**src/rtl/axis_video_tx.sv**
```systemverilog
// Pixel-to-AXI4-Stream video transmitter: a 2-entry skid FIFO feeding a registered
// stream port, with start-of-frame (TUSER) and end-of-line (TLAST) generation.
module axis_video_tx #(
   parameter int IMG_WIDTH  = 640,
   parameter int IMG_HEIGHT = 480
) (
   input  logic        clk,
   input  logic        resetN,
   input  logic [23:0] rgb_in,
   input  logic        rgb_valid,
   output logic        datapath_ready,
   output logic [31:0] TDATA,
   output logic        TVALID,
   input  logic        TREADY,
   output logic        TUSER,
   output logic        TLAST,
   output logic        frame_done,
   output logic        busy
);

   localparam int CW = (IMG_WIDTH  > 1) ? $clog2(IMG_WIDTH)  : 1;
   localparam int RW = (IMG_HEIGHT > 1) ? $clog2(IMG_HEIGHT) : 1;
   localparam logic [CW-1:0] COL_LAST = CW'(IMG_WIDTH - 1);
   localparam logic [RW-1:0] ROW_LAST = RW'(IMG_HEIGHT - 1);

   typedef enum logic [0:0] {
      S_IDLE   = 1'b0,
      S_ACTIVE = 1'b1
   } state_t;

   state_t        r_state;
   state_t        w_state_nxt;
   logic [1:0]    r_count;
   logic [1:0]    w_count_nxt;
   logic [23:0]   r_head;
   logic [23:0]   r_tail;
   logic [23:0]   w_head_nxt;
   logic [23:0]   w_tail_nxt;
   logic [CW-1:0] r_col;
   logic [CW-1:0] w_col_nxt;
   logic [RW-1:0] r_row;
   logic [RW-1:0] w_row_nxt;

   logic          r_ready;
   logic          r_tvalid;
   logic          r_tuser;
   logic          r_tlast;
   logic          r_frame_done;
   logic          r_busy;

   logic          w_ready_nxt;
   logic          w_tvalid_nxt;
   logic          w_tuser_nxt;
   logic          w_tlast_nxt;
   logic          w_busy_nxt;

   logic          w_accept;
   logic          w_xfer;
   logic          w_col_last;
   logic          w_row_last;
   logic          w_frame_end;

   // r_ready/r_tvalid are registered copies of (count<2)/(count>0), so neither
   // handshake side sees a combinational path from the other.
   assign w_accept    = rgb_valid & r_ready;
   assign w_xfer      = r_tvalid & TREADY;
   assign w_col_last  = (r_col == COL_LAST);
   assign w_row_last  = (r_row == ROW_LAST);
   assign w_frame_end = w_xfer & w_col_last & w_row_last;

   assign datapath_ready = r_ready;
   assign TDATA          = {8'h00, r_head};
   assign TVALID         = r_tvalid;
   assign TUSER          = r_tuser;
   assign TLAST          = r_tlast;
   assign frame_done     = r_frame_done;
   assign busy           = r_busy;

   // Frame state register.
   always_ff @(posedge clk) begin
      if (!resetN) begin
         r_state <= S_IDLE;
      end else begin
         r_state <= w_state_nxt;
      end
   end

   // Frame state transitions: enter on the start-of-frame beat, leave on the final beat.
   always_comb begin
      w_state_nxt = r_state;
      case (r_state)
         S_IDLE: begin
            if (w_xfer && (r_col == {CW{1'b0}}) && (r_row == {RW{1'b0}})) begin
               w_state_nxt = S_ACTIVE;
            end else begin
               w_state_nxt = S_IDLE;
            end
         end
         S_ACTIVE: begin
            if (w_frame_end) begin
               w_state_nxt = S_IDLE;
            end else begin
               w_state_nxt = S_ACTIVE;
            end
         end
         default: w_state_nxt = S_IDLE;
      endcase
   end

   // FIFO occupancy and storage; the head entry is what TDATA presents.
   always_comb begin
      w_count_nxt = r_count;
      w_head_nxt  = r_head;
      w_tail_nxt  = r_tail;
      case ({w_accept, w_xfer})
         2'b10: begin
            w_count_nxt = r_count + 2'd1;
            if (r_count == 2'd0) begin
               w_head_nxt = rgb_in;
            end else begin
               w_tail_nxt = rgb_in;
            end
         end
         2'b01: begin
            w_count_nxt = r_count - 2'd1;
            w_head_nxt  = r_tail;
         end
         2'b11: begin
            w_count_nxt = r_count;
            if (r_count == 2'd1) begin
               w_head_nxt = rgb_in;
            end else begin
               w_head_nxt = r_tail;
               w_tail_nxt = rgb_in;
            end
         end
         default: begin
            w_count_nxt = r_count;
         end
      endcase
   end

   // Beat position within the frame, advanced only by stream transfers.
   always_comb begin
      w_col_nxt = r_col;
      w_row_nxt = r_row;
      if (w_xfer) begin
         if (w_col_last) begin
            w_col_nxt = {CW{1'b0}};
            if (w_row_last) begin
               w_row_nxt = {RW{1'b0}};
            end else begin
               w_row_nxt = r_row + {{(RW-1){1'b0}}, 1'b1};
            end
         end else begin
            w_col_nxt = r_col + {{(CW-1){1'b0}}, 1'b1};
            w_row_nxt = r_row;
         end
      end else begin
         w_col_nxt = r_col;
         w_row_nxt = r_row;
      end
   end

   // Next values of the registered outputs, derived from next-cycle state.
   always_comb begin
      w_ready_nxt  = (w_count_nxt != 2'd2);
      w_tvalid_nxt = (w_count_nxt != 2'd0);
      w_tuser_nxt  = w_tvalid_nxt && (w_col_nxt == {CW{1'b0}}) && (w_row_nxt == {RW{1'b0}});
      w_tlast_nxt  = w_tvalid_nxt && (w_col_nxt == COL_LAST);
      w_busy_nxt   = (w_state_nxt == S_ACTIVE) || (w_count_nxt != 2'd0);
   end

   // Datapath, counters and output registers.
   always_ff @(posedge clk) begin
      if (!resetN) begin
         r_count      <= 2'd0;
         r_head       <= 24'h000000;
         r_tail       <= 24'h000000;
         r_col        <= {CW{1'b0}};
         r_row        <= {RW{1'b0}};
         r_ready      <= 1'b0;
         r_tvalid     <= 1'b0;
         r_tuser      <= 1'b0;
         r_tlast      <= 1'b0;
         r_frame_done <= 1'b0;
         r_busy       <= 1'b0;
      end else begin
         r_count      <= w_count_nxt;
         r_head       <= w_head_nxt;
         r_tail       <= w_tail_nxt;
         r_col        <= w_col_nxt;
         r_row        <= w_row_nxt;
         r_ready      <= w_ready_nxt;
         r_tvalid     <= w_tvalid_nxt;
         r_tuser      <= w_tuser_nxt;
         r_tlast      <= w_tlast_nxt;
         r_frame_done <= w_frame_end;
         r_busy       <= w_busy_nxt;
      end
   end

endmodule

```
**config.mk**
```make
export PLATFORM = sky130hd
export DESIGN_NAME = axis_video_tx
export DESIGN_NICKNAME = d
export VERILOG_FILES = /design/src/rtl/axis_video_tx.sv
export SDC_FILE = /design/constraint.sdc
export NUM_CORES = 1
export LEC_CHECK = 0
export ABC_CLOCK_PERIOD_IN_PS = 6300
export BUFFER_PORTS_ARGS = -buffer_cell sky130_fd_sc_hd__buf_2
export CAP_MARGIN = 10
export CELL_PAD_IN_SITES_DETAIL_PLACEMENT = 1
export CELL_PAD_IN_SITES_GLOBAL_PLACEMENT = 2
export CORE_ASPECT_RATIO = 0.75
export CORE_MARGIN = 3
export CORE_UTILIZATION = 36
export CTS_CLUSTER_SIZE = 10
export DETAILED_ROUTE_END_ITERATION = 10
export PLACE_DENSITY = 0.95
export SYNTH_ARGS = -nofsm -noshare
export SYNTH_HDL_FRONTEND = slang
export SYNTH_SLANG_ARGS = --single-unit
```
**constraint.sdc**
```tcl
create_clock -name clk -period 6.3 [get_ports clk]
set_clock_uncertainty 0.05 [all_clocks]
set_input_delay 0.945 -clock clk [delete_from_list [all_inputs] [get_ports clk]]
set_output_delay 0.945 -clock clk [all_outputs]
set_load 0.05 [all_outputs]
```
==> results of run 1 <==
[power groups by stage]
stage / registers [uW] / logic, uW / clock network, uW
after floorplan: 573 / 69.5 / 0
after global placement: 524 / 153 / 0
after detailed placement: 526 / 156 / 0
after CTS: 515 / 157 / 565
after global routing: 518 / 168 / 586
final: 515 / 156 / 551
[layer usage]
metal,GRT usage (%),vias to the layer above,part of all wire [%]
li1,-,1609,-
met5,0,-,0
met3,4.35,11,5.0
met1,22.4,1635,47
met2,26.9,71,47
met4,5.93,0,1.3
[cells by family after synthesis]
group / share of synthesized area, %
simple gates: 23.2
mux: 0.791
xor+xnor: 2.31
fa+ha+maj: 3.30
buf+inv: 7.15
compound gates: 23.1
flops: 40.1
other cells: 0.0988
[tightest hold or removal path: cells and delay by family, from the launching register on]
family	cells	cell delay, ns
DFF	1	0.30
AOI/OAI and AO/OA	1	0.06
and+or+nand+nor	1	0.05
[area by class of cell]
class                   instances  area share, %
clock buffers                  12           5.58
clock inverters                 4           1.64
repair buffers                 61           7.14
inverters                      14           1.19
flip-flops and latches         76           34.4
well taps                     132           3.74
multi-input cells             318           46.3
[worst paths after layout]
| check | endpoint | slack, ns | depth (start not counted) |
|---|---|---|---|
| worst min register to register | r_tail[18] | 0.42 | 2 |
| worst max-delay path | r_tail[14] | 3.29 | 9 |
| worst max register to register | r_tail[14] | 3.56 | 8 |
| worst min-delay path | r_tail[18] | 0.42 | 2 |
[metrics by stage]
step	hold slack (ns)	instances	utilization, %	setup WS [ns]	area (sq um)
2_1_floorplan	0.393	448	-	3.78	3820
3_3_place_gp	0.400	601	41.1	3.18	4100
3_5_place_dp	0.409	601	41.1	2.99	4100
4_1_cts	0.417	617	44.3	3.33	4420
5_1_grt	0.439	617	44.3	3.00	4420
6_report	0.419	617	44.3	3.29	4420
[Yosys cell counts, drive strengths merged, types with 3 or more instances]
| cell | number |
|---|---|
| a22oi | 25 |
| mux2i | 3 |
| nand3 | 9 |
| and2 | 8 |
| a21oi | 9 |
| dfxtp | 76 |
| o211ai | 3 |
| buf | 20 |
| and4 | 3 |
| nor4 | 6 |
| inv | 14 |
| o211a | 25 |
| o21ai | 11 |
| nor3 | 6 |
| a21boi | 27 |
| or3 | 3 |
| nor2b | 11 |
| xnor2 | 6 |
| ha | 10 |
| xor2 | 4 |
| and3 | 5 |
| clkbuf | 20 |
| nand4 | 9 |
| nor2 | 12 |
| nand2 | 92 |
[sequential cells by signal (all words and copies together), names as in the netlist, 2 cells and up]
signal and count:
r_row 9, r_count 2, r_tail 24, r_col 10, r_head 24
==> flow_results.org, run 1 <==
** Power and ir drop
- Share of total power in combinational logic :: 12.7%
- Part of the power in registers :: 42.2%
- Static leakage :: a little over 0.002 uW
- Switching power total :: ~320 uW
- Internal power comes to just over 900 uW.
- Dividing total power by cell area gives a power density of around 280 mW/mm^2.
- The clock network burns a little under half of the power.
- Final Power :: approximately 1200 uW
- VDD sags by at most roughly 0.16 mV.
- Net switching is ~26% of the power.

** Drt
- After detailed routing, the number of remaining DRC violations is 0.
- After detailed routing, the number of vias per cell comes to about 5.4.
- After the first detailed-routing iteration, the DRC count stood at 169.
- 1st-pass router iterations :: 5
- After detailed routing, the total wire length is slightly below 10 mm.
- Dividing the detail-routed wire length by the instance count gives ~16 um.
- Antenna Violating Nets Remaining :: 0
- Via count :: 3326

** Worst setup path
- Among all stages on the critical path, the largest delay is contributed by sky130_fd_sc_hd__a21oi_2.
- In this run the worst setup path begins at TREADY.
- Maximum cell stage delay along the critical path :: approximately 0.84 ns
- STA classifies the critical path startpoint as an input pin.
- Data arrival, critical path :: about 3.2 ns
- Of all nets on the critical path, the largest fanout is 24.
- Crit Reg-Reg Startpoint :: TVALID
- At the worst endpoint, the required time is between 6 and 7 ns.
- Buffer and inverter count on the worst path :: 2
- The worst setup path is captured at a flop.
- Classification of the worst setup path :: in -> reg
- Critical path, cell by cell :: buf_2, and2_1, inv_1, ha_1, nand2_1, o21ai_0, a21oi_2, nand2_1, a21boi_0
- Grouping stages by cell kind, the critical path spends the most delay in compound AO/OA/AOI/OAI gates.
- By instance count, the cell type seen most on the critical path is sky130_fd_sc_hd__nand2_1.

** CTS
- TritonCTS clock tree :: done
- Number of gates resized after cts :: 0
- Hold repair after CTS inserted 0 buffers.
- In this run the clock root is driven by a sky130_fd_sc_hd__clkbuf_16.
- In this run, CTS created clock tree buffers numbering 9.
- For this design, the sink count on the clock tree is 76.
- Clock network latency to the later pin of the worst-skew pair :: between 0.3 and 0.4 ns
- Number of setup buffers added after CTS :: 0
- The clock tree synthesis step divided the H-tree into 3 levels.
- Clock Pin Slew Worst Setup and Hold Paths :: ~0.06 ns
- The clock passes through at most 2 buffers.

** Placed design
- Count of input and output buffers :: 57
- At the end of routability-driven placement, the weighted congestion stood at roughly 0.84.
- Post-DP HPWL :: 6.90 mm

** Yosys
- For this run, the register share of the synthesized area comes to ~40%.
- During synthesis, Yosys emitted a total of 0 warnings.
- Primary FF master, synth :: sky130_fd_sc_hd__dfxtp_1
- EDFF count, synth :: 0
- Portion of synthesized cell area occupied by the leading cell type :: about two fifths
- Post-synthesis cell type count :: 56
- Largest area contributor in the netlist :: sky130_fd_sc_hd__dfxtp_1
- Biggest area contributors in the synthesized netlist :: sky130_fd_sc_hd__dfxtp_1 (40%), sky130_fd_sc_hd__nand2_1 (9.1%), sky130_fd_sc_hd__o211a_1 (6.6%)
- Mapped Area :: about 0.0038 sq mm
- Number of standard cells after synthesis :: around 440
- Synthesis inferred between 70 and 80 register bits.
- Mean area per synthesized cell :: between 8 and 9 sq um
- Async set-reset flop share out of synthesis :: 0%

** STA
- Transition time of the tightest slew-check pin :: 1.16 ns
- Final count of pins violating max slew :: 0
- Setup TNS Final :: 0 ns
- Setup violations remaining at the end of the flow were counted as 0.
- Number of hold-slack violations in the final timing report :: 0
- The clock period could shrink to approximately 3.0 ns.
- Post-route clock period utilization :: between 40% and 50%
- Setup repair after global routing missed its margin :: false
- The worst pin sits at a relative slew slack of 22.6%.
- Max Clock Freq :: 332 MHz

** Min path
- Class of the worst hold path :: reg -> reg
- The startpoint identified for the worst hold timing path is r_tail[18].

** Cells and area
- Most common cell after layout, fill and taps aside :: sky130_fd_sc_hd__nand2_1
- Layout fillers :: around 1200
- In the layout the commonest cells are sky130_fd_sc_hd__nand2_1 (92), sky130_fd_sc_hd__dfxtp_1 (76), sky130_fd_sc_hd__buf_2 (57).
- Layout cells sized above 1 :: 17.9%
- Sequential cell area :: about 0.0015 sq mm
- The net count of the finished layout is between 500 and 600.
- From synthesis to final layout, the design area changed by 16.4%.
- The repair_antennas step left the layout with diodes totalling 0.
- In the final layout, the multi-input gates occupy about 0.0020 sq mm.

** Floorplanning
- The initial utilization of the core area, before any placement, comes to between 30% and 40%.
- Height of the die :: roughly 95 um
- The die covers 0.0118 sq mm.
- For this design the top-level I/O count stands at 66.
- Total number of placement rows :: 31
- Total core area :: approximately 0.01 sq mm
- The die is ~120 um wide.

** GRT
- Antenna violations before repair :: 0
- The via count of the first global-routing pass came to around 3300.
- Final global-route overflow total :: 0
- Wire length of the first global-routing pass :: roughly 16 mm
- Entering global routing, the biggest net connects 72 pins.
- Global routing used between 10% and 20% of the available tracks across all layers.

** Run status
- The flow ran to the end, and the final reports show no timing, DRC or antenna violations.

** Run
- Max Cap Viol :: 0
No activity file was read; power rests on OpenSTA's default activity.
==> run 2: changes to the inputs <==
==> config.mk (replaced) <==
export PLATFORM = sky130hd
export DESIGN_NAME = axis_video_tx
export DESIGN_NICKNAME = d
export VERILOG_FILES = /design/src/rtl/axis_video_tx.sv
export SDC_FILE = /design/constraint.sdc
export NUM_CORES = 1
export LEC_CHECK = 0
export ABC_CLOCK_PERIOD_IN_PS = 2500
export BUFFER_PORTS_ARGS = -buffer_cell sky130_fd_sc_hd__buf_2
export CAP_MARGIN = 10
export CELL_PAD_IN_SITES_DETAIL_PLACEMENT = 1
export CELL_PAD_IN_SITES_GLOBAL_PLACEMENT = 2
export CORE_ASPECT_RATIO = 0.75
export CORE_MARGIN = 3
export CORE_UTILIZATION = 30
export CTS_CLUSTER_SIZE = 10
export DETAILED_ROUTE_END_ITERATION = 10
export PLACE_DENSITY = 0.86
export SYNTH_ARGS = -nofsm -noshare
export SYNTH_HDL_FRONTEND = slang
export SYNTH_SLANG_ARGS = --single-unit
==> constraint.sdc (replaced) <==
create_clock -name clk -period 2.5 [get_ports clk]
set_clock_uncertainty 0.05 [all_clocks]
set_input_delay 0.375 -clock clk [delete_from_list [all_inputs] [get_ports clk]]
set_output_delay 0.375 -clock clk [all_outputs]
set_load 0.05 [all_outputs]
==> flow_results.org, run 2 (same netlist as run 1, synthesis figures left out) <==
** Run status
- Outcome :: complete, no violations

** GRT
- The via count of the first global-routing pass is around 3300.
- Antenna violations before repair :: 0
- For this run the aggregate overflow at the end of global routing stands at 0.
- For this run, global-route usage on met2 was measured as 24.5%.
- Global routing consumed, over all layers together, between 10% and 20% of the routing resources.
- In the global route stage, met3 resource usage came out at about 3.5%.
- Wire length of the first global-routing pass :: between 15 and 20 mm
- In this run the most used layer during global routing was met2.
- Largest net degree at the start of global routing :: 49
- In the global route stage, met1 resource usage came out at 20.4%.

** STA
- Max Clock Freq :: 456 MHz
- Setup repair after global routing missed its margin :: false
- Final Hold Slack :: ~0.26 ns
- Dividing the final minimum period by the clock period gives ~88%.
- Time the final worst path needs with I/O delays and setup :: roughly 2.2 ns
- Final count of negative-setup-slack endpoints :: 0
- Final count of pins violating max slew :: 0
- In the final timing run, aggregate negative setup slack is 0 ns.
- Number of hold-slack violations in the final timing report :: 0

** CTS
- TritonCTS clock tree :: done
- Buffers inserted to repair hold after CTS numbered 0.
- Clock Pin Slew Worst Setup and Hold Paths :: 0.06 ns
- Once the clock tree was built, the resizer swapped 0 gates to a different size.
- In this run the clock root is driven by a sky130_fd_sc_hd__clkbuf_16.
- The tree built by TritonCTS fans out to 76 sinks.
- Counting along the longest clock path gives a buffer depth of 2.
- At the later pin of the worst-skew pair, clock insertion delay measures roughly 0.33 ns.
- Number of setup buffers added after CTS :: 0
- The clock tree synthesis step divided the H-tree into 3 levels.
- CTS Buf Count :: 9

** Power and ir drop
- Share of total power in combinational logic :: between 10% and 20%
- Peak supply drop :: 0.312 mV
- Of the total power, the share spent switching nets is 25.8%.
- In this run, the clock network consumes 45.2% of the power.
- Of the total power, registers draw 41.7%.
- Summed over all nets, the switching power comes to around 800 uW.
- Summed over all cells, the static leakage comes to between 0.002 and 0.0025 uW.
- Internal power comes to between 2000 and 2500 uW.
- Power spread over the standard cell area amounts to around 690 mW/mm^2.

** Worst setup path
- The critical path in this run is classified as reg -> reg.
- Walking the worst path, the cells encountered are and2_1, ha_1, or2_2, o21ai_0, o21ai_1, a21oi_1, nand4bb_1, nor2_1.
- Critical path endpoint category :: flop
- Counting both buffers and inverters, the worst setup path holds a total of 0.
- Among all stages on the critical path, the largest delay is contributed by sky130_fd_sc_hd__ha_1.
- CP top delay family :: simple AND/OR/NAND/NOR gates
- Maximum cell stage delay along the critical path :: 0.36 ns
- STA puts the critical path data required time at between 2 and 3 ns.
- Startpoint types :: flop
- Along the worst path, the maximum fanout reaches 8.
- The worst register-to-register path has a setup slack of ~0.31 ns.
- Data on the critical path arrives at its endpoint at roughly 2.4 ns.

** Floorplanning
- Initial cell density of the core :: about a third
- Total core area :: around 0.012 sq mm
- Total number of placement rows :: 34
- Full die area :: between 0.01 and 0.015 sq mm
- 66 I/O pins were placed.
- Height of the die :: between 100 and 150 um
- The floorplan step set the die width to roughly 140 um.

** Cells and area
- In the final layout, the share of cells above drive strength 1 is about a fifth.
- Commonest cells after routing, fill and taps aside :: sky130_fd_sc_hd__nand2_1 (92), sky130_fd_sc_hd__dfxtp_1 (75), sky130_fd_sc_hd__buf_2 (57)
- The repair_antennas step left the layout with diodes totalling 0.
- Leaving out fill and tap cells, the most frequent cell in the layout is sky130_fd_sc_hd__nand2_1.
- The multi-input combinational cells in the finished layout cover a total of 0.00205 sq mm.
- Area delta synth->final :: 19.5%
- At the end of the flow, the number of nets in the layout was between 500 and 600.
- Post-route cell area :: about 0.0045 sq mm
- Sequential cell area :: roughly 0.0015 sq mm
- Largest regs :: r_head: 24 flops, r_tail: 24 flops, r_col: 10 flops
- Fill cells in the final layout number ~1400.

** Placed design
- Once placement finished, the instance area stood at 0.00421 sq mm.
- At the end of routability-driven placement, the weighted congestion stood at 0.822.
- Summed over all nets, the half-perimeter wirelength after detailed placement is approximately 7.4 mm.
- Count of input and output buffers :: 57

** Drt
- In the final routed layout, each cell accounts on average for between 15 and 20 um.
- Detailed-route DRC error count :: 0
- Across all layers, the routed design uses around 3300 vias.
- Once detail routing completed, the nets flagged for antenna violations numbered 0.
- Detailed-route vias per instance :: 5.12
- The first routing iteration left about 100 violations.
- Post-detailed-routing wire length :: about 10 mm
- Before antenna repair, the detailed router went through 4 iterations.

** Min path
- The tightest min-delay check is of the in -> reg type.

** Run
- Max Cap Viol :: 0
[run 2: area by class of cell]
class                      count  area share [%]
clock inverter                 4            1.60
multi-input combinational    318            45.1
timing repair buffer          67            8.50
sequential                    76            33.6
clock buffer                  11            5.57
tap                          162            4.47
inverter                      14            1.16
[run 2: final timing paths]
path,cells after the start,from,to
setup / recovery,8,TVALID,TLAST
hold / removal,3,rgb_in[13],r_tail[13]
setup reg to reg,8,TVALID,TLAST
hold reg to reg,2,r_tail[4],r_tail[4]
[run 2: metrics by stage]
stage	setup slack (ns)	cells	util (%)	power, uW
global placement	0.184	637	35.2	1720
CTS	0.0923	652	37.9	3160
finish	0.306	652	37.9	3110
floorplan	0.115	448	-	1620
detailed placement	0.0388	637	35.2	1740
global route	0.0882	652	37.9	3250
[run 2: routing by layer]
| layer | vias to the layer above | routed length [um] |
|---|---|---|
| met3 | 8 | 559 |
| met1 | 1639 | 4940 |
| met5 | - | 0 |
| met4 | 0 | 81 |
| li1 | 1618 | - |
| met2 | 74 | 4880 |
[run 2: worst register-to-register path: stages (launching register included)]
cell	delay [ns]
sky130_fd_sc_hd__dfxtp_2	0.35
sky130_fd_sc_hd__and2_1	0.21
sky130_fd_sc_hd__ha_1	0.36
sky130_fd_sc_hd__or2_2	0.31
sky130_fd_sc_hd__o21ai_0	0.22
sky130_fd_sc_hd__o21ai_1	0.18
sky130_fd_sc_hd__a21oi_1	0.21
sky130_fd_sc_hd__nand4bb_1	0.13
sky130_fd_sc_hd__nor2_1	0.11
[run 2: power groups by stage]
stage	registers [uW]	logic, uW	clock network, uW
after floorplan	1440	175	0
after global placement	1320	398	0
after detailed placement	1330	410	0
after CTS	1300	411	1450
after global routing	1310	439	1510
final	1300	407	1410
==> run 3: changes to the inputs <==
--- a/config.mk
+++ b/config.mk
@@ -15,7 +15,7 @@
 export CORE_UTILIZATION = 30
 export CTS_CLUSTER_SIZE = 10
 export DETAILED_ROUTE_END_ITERATION = 10
-export PLACE_DENSITY = 0.86
+export PLACE_DENSITY = 0.87
 export SYNTH_ARGS = -nofsm -noshare
 export SYNTH_HDL_FRONTEND = slang
 export SYNTH_SLANG_ARGS = --single-unit
==> flow_results.org, run 3 (same netlist as run 1, synthesis figures left out) <==
** Run status
- Outcome :: complete, no violations

** Drt
- Antenna Violating Nets Remaining :: 0
- In the final routed layout, each cell accounts on average for ~16 um.
- The routed layout has roughly 3300 vias.
- Dividing the detail-routed via count by the number of cells gives a little over 5.
- Post-detailed-routing wire length :: slightly above 10 mm
- The first TritonRoute pass finished after 4 iterations.
- After detailed routing, the number of remaining DRC violations is 0.
- DRC marker count from the first detailed-route iteration :: 100

** CTS
- Clock buffer depth :: 2
- Number of gates resized after cts :: 0
- TritonCTS built the clock tree.
- In this run the number of H-tree levels came out at 3.
- CTS Buf Count :: 9
- Cell at the root of the clock tree :: sky130_fd_sc_hd__clkbuf_16
- The clock reaches the later pin of the worst-skew pair after between 0.3 and 0.4 ns.
- In this run, post-CTS hold repair placed 0 buffers.
- Clock Pin Slew Worst Setup and Hold Paths :: 0.06 ns
- Clock tree sinks :: between 70 and 80
- Number of setup buffers added after CTS :: 0

** Cells and area
- The repair_antennas step left the layout with diodes totalling 0.
- Layout cells sized above 1 :: 19.5%
- Final nets :: 526
- Leaving out filler cells and counting taps, the final layout contains ~660.
- Compared with the post-synthesis result, the final layout area differs by 19.2%.
- Most common cell after layout, fill and taps aside :: sky130_fd_sc_hd__nand2_1
- Largest regs :: r_head: 24 flops, r_tail: 24 flops, r_col: 10 flops
- Utilization after layout :: 37.9%
- In the layout the commonest cells are sky130_fd_sc_hd__nand2_1 (92), sky130_fd_sc_hd__dfxtp_1 (76), sky130_fd_sc_hd__buf_2 (57).

** GRT
- The number of antenna violations at the first check in global routing came to 0.
- Largest net degree at the start of global routing :: 49
- Final global-route overflow total :: 0
- The first global-routing pass estimated ~17 mm of wire.
- Number of global-route vias before repair :: 3358
- Global-route total usage across every layer :: 15.0%

** Power and ir drop
- Peak supply drop :: 0.281 mV
- Static leakage :: between 0.002 and 0.0025 uW
- Power Dens Cells :: approximately 670 mW/mm^2

** STA
- The count of pins over their slew limit is 0.
- The hold violation total from the final report came to 0.
- Setup violations remaining at the end of the flow were counted as 0.
- Time the final worst path needs with I/O delays and setup :: 2.16 ns
- Transition time of the tightest slew-check pin :: 0.540 ns
- Setup TNS Final :: 0 ns
- The worst pin sits at a relative slew slack of between 60% and 70%.
- The final critical path takes up between 80% and 90% of the cycle.
- Max Clock Freq :: between 400 and 500 MHz
- Setup repair after global routing missed its margin :: false
- Minimum setup slack in the final design :: 0.341 ns

** Placed design
- Count of input and output buffers :: 57
- Post-DP HPWL :: roughly 7.3 mm
- Placed Instances :: 639
- The congestion estimate from routability-driven global placement came to ~0.80.
- Prior to clock tree synthesis, the placed netlist has a worst setup slack of 0.133 ns.

** Worst setup path
- Data arrives at the worst endpoint at 2.37 ns.
- By startpoint and endpoint, the worst setup path is classified as reg -> reg.
- Critical Path Fanout Max :: 9
- At the worst endpoint, the required time is roughly 2.7 ns.
- Critical path endpoint category :: flop
- The worst register-to-register path has a depth of 7.
- The worst setup path is launched from a flop.

** Floorplanning
- The floorplan step defined a die boundary enclosing between 0.01 and 0.015 sq mm.
- Count of pins on the block boundary :: 66
- Measured along the x axis, the die boundary spans approximately 140 um.
- In this run the core area contains 34 standard-cell rows.
- The initial utilization of the core area, before any placement, comes to a little under a third.
- After floorplanning, the core was sized to cover ~0.012 sq mm.
- The die is 103 um tall.

** Min path
- Class of the worst hold path :: in -> reg
- Along the worst hold path, the cell count comes to 3.

** Run
- The tool flagged a number of max-cap violations equal to 0.
[run 3: critical path, cell delays in order, from the launching register on]
cell	delay [ns]
sky130_fd_sc_hd__dfxtp_1	0.41
sky130_fd_sc_hd__ha_1	0.24
sky130_fd_sc_hd__and4_1	0.37
sky130_fd_sc_hd__nand3_2	0.27
sky130_fd_sc_hd__a211o_1	0.32
sky130_fd_sc_hd__a21oi_1	0.18
sky130_fd_sc_hd__o211ai_1	0.14
sky130_fd_sc_hd__nor3_2	0.11
[run 3: through the flow]
step | cell area, sq um | power, uW | hold slack [ns]
after CTS | 4530 | 3070 | 0.242
after floorplan | 3820 | 1620 | 0.393
after global placement | 4220 | 1720 | 0.398
final | 4530 | 3020 | 0.252
after detailed placement | 4220 | 1730 | 0.408
after global routing | 4530 | 3140 | 0.249
[run 3: cell type report]
type	instances	area (sq um)
Clock inverter	5	61.3
Fill cell	1434	7430
Clock buffer	11	243
Inverter	14	52.6
Sequential cell	76	1520
Tap cell	162	203
Timing Repair Buffer	69	400
Multi-Input combinational cell	318	2040
[run 3: worst paths after layout]
| check | startpoint | to | slack, ns |
|---|---|---|---|
| setup / recovery | r_col[0] | TUSER | 0.34 |
| hold / removal | rgb_in[16] | r_tail[16] | 0.25 |
| setup reg to reg | r_col[0] | TUSER | 0.34 |
| hold reg to reg | r_tail[4] | r_tail[4] | 0.41 |
[run 3: where the power goes]
| group | switching (uW) | total [uW] | internal (uW) | leakage (uW) |
|---|---|---|---|---|
| registers | 28.4 | 1300 | 1270 | 0.000620 |
| logic | 285 | 405 | 121 | 0.00130 |
| clock network | 516 | 1320 | 804 | 0.000150 |
[run 3: layer usage]
layer	up-vias	global-route usage (%)	share of wire [%]
met2	58	25.0	47
met5	-	0	0
li1	1629	-	-
met1	1620	19.7	48
met3	10	3.68	4.4
met4	0	4.18	1.1
